`config.mk`:
```
export PLATFORM = sky130hd
export DESIGN_NAME = switch_egress_sched
export DESIGN_NICKNAME = d
export VERILOG_FILES = /design/src/rtl/switch_pkg.sv /design/src/rtl/rr_pick4.sv /design/src/rtl/switch_egress_sched.sv
export SDC_FILE = /design/constraint.sdc
export NUM_CORES = 1
export LEC_CHECK = 0
export BUFFER_PORTS_ARGS = -buffer_cell sky130_fd_sc_hd__buf_2
export CAP_MARGIN = 5
export CORE_UTILIZATION = 55
export CTS_BUF_LIST = sky130_fd_sc_hd__clkbuf_8
export DETAILED_ROUTE_END_ITERATION = 10
export PLACE_DENSITY = 0.95
export SYNTH_ARGS = -nofsm -noshare
export SYNTH_HDL_FRONTEND = slang
export SYNTH_SLANG_ARGS = --single-unit
```
`constraint.sdc`:
```
create_clock -name clk -period 5.15 [get_ports clk]
set_input_delay 0.515 -clock clk [delete_from_list [all_inputs] [get_ports clk]]
set_output_delay 0.515 -clock clk [all_outputs]
set_load 0.005 [all_outputs]
```
`src/rtl/switch_pkg.sv`:
```
// Shared types and constants for the switch core egress scheduler.
// Latency: n/a (declarations only).
// Backpressure: n/a.
package switch_pkg;

    // Number of queue controllers / output ports (fixed at 4 in this revision).
    localparam int NPORT = 4;

    // Width of each per-port weight field in cfg_weight.
    localparam int WW = 4;

    typedef enum logic [1:0] {
        IDLE  = 2'd0,
        GRANT = 2'd1,
        WAIT  = 2'd2
    } sched_state_t;

endpackage

```
`src/rtl/rr_pick4.sv`:
```
// Rotating priority encoder over four requesters: scans start, start+1, ... modulo 4.
// Latency: purely combinational.
// Backpressure: none; req already carries eligibility.
// Ports: req - request vector; start - first index to scan;
//        gnt_idx - first requesting index at or after start; gnt_any - any request present.
module rr_pick4 (
    input  logic [3:0] req,
    input  logic [1:0] start,
    output logic [1:0] gnt_idx,
    output logic       gnt_any
);

    logic [1:0] scan_idx;
    logic       found;

    always_comb begin
        gnt_idx  = start;
        gnt_any  = |req;
        found    = 1'b0;
        scan_idx = start;
        for (int k = 0; k < 4; k++) begin
            scan_idx = start + 2'(k);
            if (!found && req[scan_idx]) begin
                gnt_idx = scan_idx;
                found   = 1'b1;
            end
        end
    end

endmodule

```
`src/rtl/switch_egress_sched.sv`:
```
// Weighted round-robin cell scheduler for the shared packet SRAM read port.
// Latency: eligibility sampled in IDLE at cycle N gives ptr_ack during cycle N+1.
// Backpressure: o_cell_bp masks a port at selection time only; the block holds in WAIT until cell_done.
// Ports: clk/rstn - clock and async active-low reset; ptr_rdy - head pointer available per port;
//        o_cell_bp - output FIFO full per port; cfg_weight - 4-bit burst weight per port (0 masks);
//        cell_done - read engine end-of-cell pulse; ptr_ack - one-hot grant pulse;
//        sched_port - last granted port; sched_busy - cell in flight.
module switch_egress_sched #(
    parameter int NPORT = 4,
    parameter int WW    = 4
) (
    input  logic                clk,
    input  logic                rstn,
    input  logic [NPORT-1:0]    ptr_rdy,
    input  logic [NPORT-1:0]    o_cell_bp,
    input  logic [NPORT*WW-1:0] cfg_weight,
    input  logic                cell_done,
    output logic [NPORT-1:0]    ptr_ack,
    output logic [1:0]          sched_port,
    output logic                sched_busy
);

    import switch_pkg::*;

    sched_state_t    state_q, state_d;
    logic [1:0]      last_q, last_d;
    logic [1:0]      port_q, port_d;
    logic [WW-1:0]   burst_q, burst_d;

    logic [NPORT-1:0] elig;
    logic [1:0]       rot_idx;
    logic             rot_any;
    logic [WW-1:0]    rot_weight;
    logic             cont;

    always_comb begin
        for (int i = 0; i < NPORT; i++) begin
            elig[i] = ptr_rdy[i] & ~o_cell_bp[i] & (cfg_weight[i*WW +: WW] != '0);
        end
    end

    // Scan starts just after the last granted port, so a lone eligible last
    // port is found again only after every other port has been passed over.
    rr_pick4 u_pick (
        .req     (elig),
        .start   (last_q + 2'd1),
        .gnt_idx (rot_idx),
        .gnt_any (rot_any)
    );

    always_comb begin
        rot_weight = '0;
        for (int i = 0; i < NPORT; i++) begin
            if (rot_idx == 2'(i)) begin
                rot_weight = cfg_weight[i*WW +: WW];
            end
        end
    end

    // Keep serving the current port while its burst has credit left.
    assign cont = (burst_q != '0) && elig[last_q];

    always_comb begin
        state_d = state_q;
        last_d  = last_q;
        port_d  = port_q;
        burst_d = burst_q;
        case (state_q)
            IDLE: begin
                if (cont) begin
                    state_d = GRANT;
                    port_d  = last_q;
                    burst_d = burst_q - WW'(1);
                end else if (rot_any) begin
                    // rot_idx is eligible, so its weight is non-zero and the reload cannot underflow.
                    state_d = GRANT;
                    last_d  = rot_idx;
                    port_d  = rot_idx;
                    burst_d = rot_weight - WW'(1);
                end
            end
            GRANT: begin
                state_d = WAIT;
            end
            WAIT: begin
                if (cell_done) begin
                    state_d = IDLE;
                end
            end
            default: begin
                state_d = IDLE;
            end
        endcase
    end

    always_ff @(posedge clk or negedge rstn) begin
        if (!rstn) begin
            state_q <= IDLE;
            last_q  <= 2'd3;
            port_q  <= 2'd0;
            burst_q <= '0;
        end else begin
            state_q <= state_d;
            last_q  <= last_d;
            port_q  <= port_d;
            burst_q <= burst_d;
        end
    end

    // Outputs decode registered state only; last_q holds the chosen port throughout GRANT.
    always_comb begin
        for (int i = 0; i < NPORT; i++) begin
            ptr_ack[i] = (state_q == GRANT) && (last_q == 2'(i));
        end
    end

    assign sched_port = port_q;
    assign sched_busy = (state_q != IDLE);

endmodule

```
==> results of run 1 <==
==> area by class of cell <==
| type | count | area share [%] |
|---|---|---|
| multi-input combinational | 84 | 56.0 |
| sequential | 10 | 21.6 |
| timing repair buffer | 34 | 14.7 |
| clock buffer | 4 | 4.70 |
| tap | 16 | 1.71 |
| inverter | 4 | 1.28 |
==> state kept, by name (all words and copies together), names as in the netlist <==
signal	cells
last_q	2
state_q	2
burst_q	4
sched_port	2
==> power groups by stage <==
stage | clock network (mW) | registers, mW | logic (mW)
2_1_floorplan | 0 | 0.157 | 0.329
3_3_place_gp | 0 | 0.163 | 0.402
3_5_place_dp | 0 | 0.166 | 0.417
4_1_cts | 0.0971 | 0.165 | 0.420
5_1_grt | 0.102 | 0.174 | 0.466
6_report | 0.0948 | 0.165 | 0.420
==> metal layers <==
| layer | up-vias | track usage (%) | part of all wire [%] |
|---|---|---|---|
| li1 | 448 | - | - |
| met1 | 432 | 34.9 | 43 |
| met2 | 40 | 44.2 | 49 |
| met3 | 4 | 2.55 | 5.7 |
| met4 | 0 | 12.7 | 1.8 |
| met5 | - | 0 | 0 |
==> path summary, 6_finish.rpt <==
check | from | endpoint | slack (ps) | cells after the start
worst max-delay path | last_q[0] | burst_q[1] | 1730 | 10
worst min-delay path | rstn | sched_port[0] | 130 | 1
worst max register to register | last_q[0] | burst_q[1] | 1730 | 10
worst min register to register | sched_port[0] | sched_port[0] | 490 | 2
max in group asynchronous | rstn | last_q[1] | 4770 | 1
min in group clk | sched_port[0] | sched_port[0] | 490 | 2
==> cell usage after synthesis (2+ instances only) <==
cell	count	area (sq um)
nand2_1	9	33.8
and2_1	4	25.0
or2_2	2	12.5
dfrtp_1	8	200
o31ai_1	2	15.0
nor2_1	4	15.0
nand2b_1	2	12.5
inv_1	4	15.0
nor3b_1	2	15.0
a21oi_1	5	25.0
o221ai_1	2	17.5
mux2i_1	7	70.1
nor4_1	3	18.8
o22ai_2	2	25.0
o21ai_0	2	10.0
nor3_1	2	10.0
nor2b_1	3	18.8
ha_1	5	62.6
o21ai_1	4	20.0
dfstp_2	2	52.6
==> logic make-up after synthesis <==
group	count (synthesis)	share of synthesized area, %
AND/OR/NAND/NOR	40	26.5
multiplexers	11	13.9
XOR/XNOR	1	0.939
adder cells (fa/ha/maj)	5	6.70
AO/OA/AOI/OAI	27	22.3
buffers and inverters	6	2.55
flip-flops	10	27.1
==> metrics by stage <==
stage	cell area, sq um	cells	power, mW
after floorplan	933	100	0.485
after global placement	1120	148	0.565
after detailed placement	1120	148	0.583
after CTS	1170	152	0.682
after global routing	1170	152	0.742
final	1170	152	0.680
==> flow_summary_export.csv, run 1 <==
group,metric,value,unit
timing,fin_setup_tns,0,ps
power_and_ir_drop,power.switching,0.289,mW
route,drc,0,
synth,syn_inst,100,
synth,ys_seq_area_share,27.1,%
synth,synth_edf_count,0,
power_and_ir_drop,p_sw_share,42.5,%
power_and_ir_drop,vdd_drop_max,0.000348,V
cts,tritoncts,"built",
cells_and_area,diodes,0,
critical_path,worst_setup_path_start_kind,"flop",
route,ant_nets,0,
timing,fmax,292,MHz
floorplanning,start_util,60.6,%
route,vias,924,
grt,gr-total-overflow,0,
placed_design,dp_slack,1710,ps
cts,clock_sinks,10,
placed_design,port_buffers,33,
cells_and_area,regArea,253,sq um
synth,syn_nets,132,
cts,holdBufCountCts,0,
synth,yosys_warnings,0,
power_and_ir_drop,p_int,0.391,mW
timing,fin_ws,1730,ps
power_and_ir_drop,pwr-share-seq,24.3,%
critical_path,arrival,3570,ps
cells_and_area,utilization,76.1,%
grt,grt_max_degree,12,
synth,syn_area_per_cell,9.33,sq um
power_and_ir_drop,pwr-share-clk,13.9,%
timing,clock_skew,0.652,ps
critical_path,path_delay_family,"compound AO/OA/AOI/OAI gates",
route,wl_per_cell,14.4,um
synth,synthFlopType,"dfrtp_1",
synth,async_reset_ff_share,100,%
critical_path,crit_path_end_kind,"flop",
cells_and_area,area_growth,25.6,%
cells_and_area,final_common_cell,"buf_2",
critical_path,cp_max_fo,10,
placed_design,place_congestion,0.935,
floorplanning,pin_count,34,
timing,slew_violations,0,
timing,slew_headroom,21.0,%
critical_path,critPathBufInv,1,
synth,syn_area,933,sq um
floorplanning,fp.dieH,43.2,um
critical_path,slowest_delay,880,ps
placed_design,hpwl,1800,um
power_and_ir_drop,comb_power_share,61.8,%
power_and_ir_drop,p_leak,0.558,nW
cts,cts_inserted_buffers,3,
floorplanning,rows,14,
route,wl,2190,um
route,first_pass_iters,4,
timing,period_minus_slack,3420,ps
grt,grt_usage,26.8,%
cts,clkLatencyLatePin,230,ps
critical_path,slowest_stage,"a31oi_1",
floorplanning,dieArea,1870,sq um
grt,grt_pass1_vias,894,
worst_hold_path,hp-class,"in -> async",
power_and_ir_drop,powerDensity,580,nW/um^2
flow_run,max-cap-violations,0,
outcome,status,"finished, final reports clean",
grt,grt_first_pass_wirelength,3750,um
timing,fin_crit_sh,66.5,%
critical_path,critPathKind,"reg -> reg",
floorplanning,die_x,43.2,um
cells_and_area,final_cell_mix,"33 x buf_2, 9 x nand2_1, 8 x dfrtp_1",
cts,htree_levels,1,
timing,hold_violations,0,
cts,cts_resized,0,
cts,cts_root_buffer,"clkbuf_8",
cells_and_area,multiInputGateArea,657,sq um
cts,cts.clk_slew.worst_paths,40,ps
route,viasPerCell,6.08,
cts,cts_buffer_depth,2,
cts,post_cts_buffers,0,
timing,setup_viol,0,
route,drt-initial-drc-count,20,
critical_path,required,5300,ps
critical_path,cp_cell_sequence,"inv_1 > ha_1 > o21ai_0 > o22a_1 > a31oi_1 > mux2i_1 > o22ai_2 > a21oi_2 > ha_1 > o21ai_0",
floorplanning,coreArea,1540,sq um
grt,antenna_found_initial,0,
cells_and_area,layout-drive-gt1-share,41.9,%
synth,synth_cell_types,46,
timing,timing.hold.ws,133,ps
timing,worst_slew_pin_slew,1180,ps
synth,ys_ff_latch,10,
timing,rsz0062_at_grt,"false",
cells_and_area,fillers,108,
cells_and_area,final_nets,169,
(Power assumes the default switching activity.)
==> run 2, diff against run 1 <==
- CORE_UTILIZATION: 55 -> 51
- PLACE_DENSITY: 0.95 -> 0.93
- clock period: 5.15 -> 3.4 ns (I/O delays scaled with it)
==> flow_summary_export.csv, run 2 (synthesis gave the netlist of run 1 again) <==
group,metric,value,unit
cells_and_area,utilization,69.6,%
cts,holdBufCountCts,1,
timing,setup_viol,0,
cells_and_area,diodes,0,
timing,slew_headroom,62.4,%
floorplanning,die_x,44.8,um
cts,clkLatencyLatePin,230,ps
route,drt-initial-drc-count,26,
cts,cts_inserted_buffers,3,
flow_run,max-cap-violations,0,
cts,cts_resized,0,
critical_path,cp-endpoint,"burst_q[2]",
cts,clock_sinks,10,
placed_design,port_buffers,33,
critical_path,worstRegToRegCells,12,
cts,cts_root_buffer,"clkbuf_8",
critical_path,critical_path.startpoint,"last_q[0]",
timing,rsz0062_at_grt,"false",
grt,grt_pass1_vias,841,
route,wl,2260,um
placed_design,dpl-instance-area,1140,sq um
route,wl_per_cell,13.8,um
critical_path,crit_path_end_kind,"flop",
power_and_ir_drop,powerDensity,868,nW/um^2
cells_and_area,area_growth,28.7,%
cts,tritoncts,"built",
grt,grt_usage,24.2,%
floorplanning,coreArea,1730,sq um
grt,antenna_found_initial,0,
cells_and_area,largest_register_ffs,4,
worst_hold_path,hp-class,"reg -> reg",
critical_path,cp_max_fo,10,
route,first_pass_iters,4,
critical_path,r2r_start,"last_q[0]",
placed_design,hpwl,1900,um
timing,clock_skew,2.79,ps
cts,post_cts_buffers,0,
critical_path,arrival,3000,ps
worst_hold_path,worstHoldPathCells,2,
timing,hold_violations,0,
placed_design,dp_slack,553,ps
timing,fmax,346,MHz
outcome,status,"finished, final reports clean",
critical_path,critPathKind,"reg -> reg",
timing,worst_slew_pin_slew,558,ps
floorplanning,pin_count,34,
timing,fin_crit_sh,85.0,%
timing,fin_setup_tns,0,ps
critical_path,r2r_end,"burst_q[2]",
route,ant_nets,0,
cells_and_area,layout-drive-gt1-share,42.0,%
cells_and_area,final_common_cell,"buf_2",
cells_and_area,fillers,148,
timing,period_minus_slack,2890,ps
timing,slew_violations,0,
floorplanning,fp.dieH,44.8,um
power_and_ir_drop,finalPower,1.04,mW
critical_path,worst_setup_path_start_kind,"flop",
power_and_ir_drop,vdd_drop_max,0.000601,V
cts,cts_buffer_depth,2,
route,vias,916,
grt,grt_first_pass_wirelength,3540,um
cts,cts.clk_slew.worst_paths,50,ps
power_and_ir_drop,p_leak,0.567,nW
cts,htree_levels,1,
cells_and_area,final_area,1200,sq um
critical_path,r2r_slack,510,ps
cells_and_area,final_nets,171,
placed_design,place_congestion,0.878,
cells_and_area,largest_register,"burst_q",
grt,grt_max_degree,12,
cells_and_area,final_cell_mix,"33 x buf_2, 9 x nand2_1, 8 x dfrtp_1",
route,drc,0,
critical_path,required,3510,ps
floorplanning,start_util,54.1,%
grt,gr-total-overflow,0,
floorplanning,rows,15,
floorplanning,dieArea,2010,sq um
route,viasPerCell,5.62,
timing,fin_ws,511,ps
[run 2: changes by cell type in the layout (fill, tap and decap cells not counted), sizes merged]
cell,change
buf,+1
dlygate4sd3,+1
[run 2: layer usage]
metal	GRT usage [%]	wire length [um]	vias up
met5	0	0	-
met4	6.06	5	0
met3	5.60	70	2
met2	45.0	1290	19
met1	27.7	887	439
li1	-	-	456
[run 2: worst min-delay path by stage]
stage,from,end,slack (ps)
final,sched_port[0],sched_port[0],490
after global routing,rstn,burst_q[2],510
after CTS,rstn,burst_q[2],490
after detailed placement,rstn,burst_q[1],200
after global placement,rstn,burst_q[3],200
after floorplan,rstn,burst_q[0],40
[run 2: area by class of cell]
class,instances,area (sq um),area share [%]
timing repair buffer,36,190,15.8
tap,25,31.3,2.60
multi-input combinational,84,657,54.7
inverter,4,15.0,1.25
sequential,10,253,21.0
clock buffer,4,55.1,4.58
[run 2: through the flow]
stage,hold WS (ps),cells
final,495,163
after global routing,512,163
after CTS,489,163
after detailed placement,200,158
after global placement,200,158
after floorplan,44.4,100
[run 2: power by group]
part	internal, mW	switching, mW	leakage, nW
Clock	0.101	0.0420	0.0288
Sequential	0.189	0.0632	0.120
Combinational	0.310	0.337	0.419
[run 2: critical path, cell delays in order, from the launching register on]
cell and delay, ps:
dfstp_2 620, inv_1 130, ha_1 360, o21ai_0 110, o22a_1 210, a31oi_1 180
buf_4 220, mux2i_1 260, o22ai_2 130, a21oi_2 160, ha_1 180, xnor2_1 120
o21ai_1 80
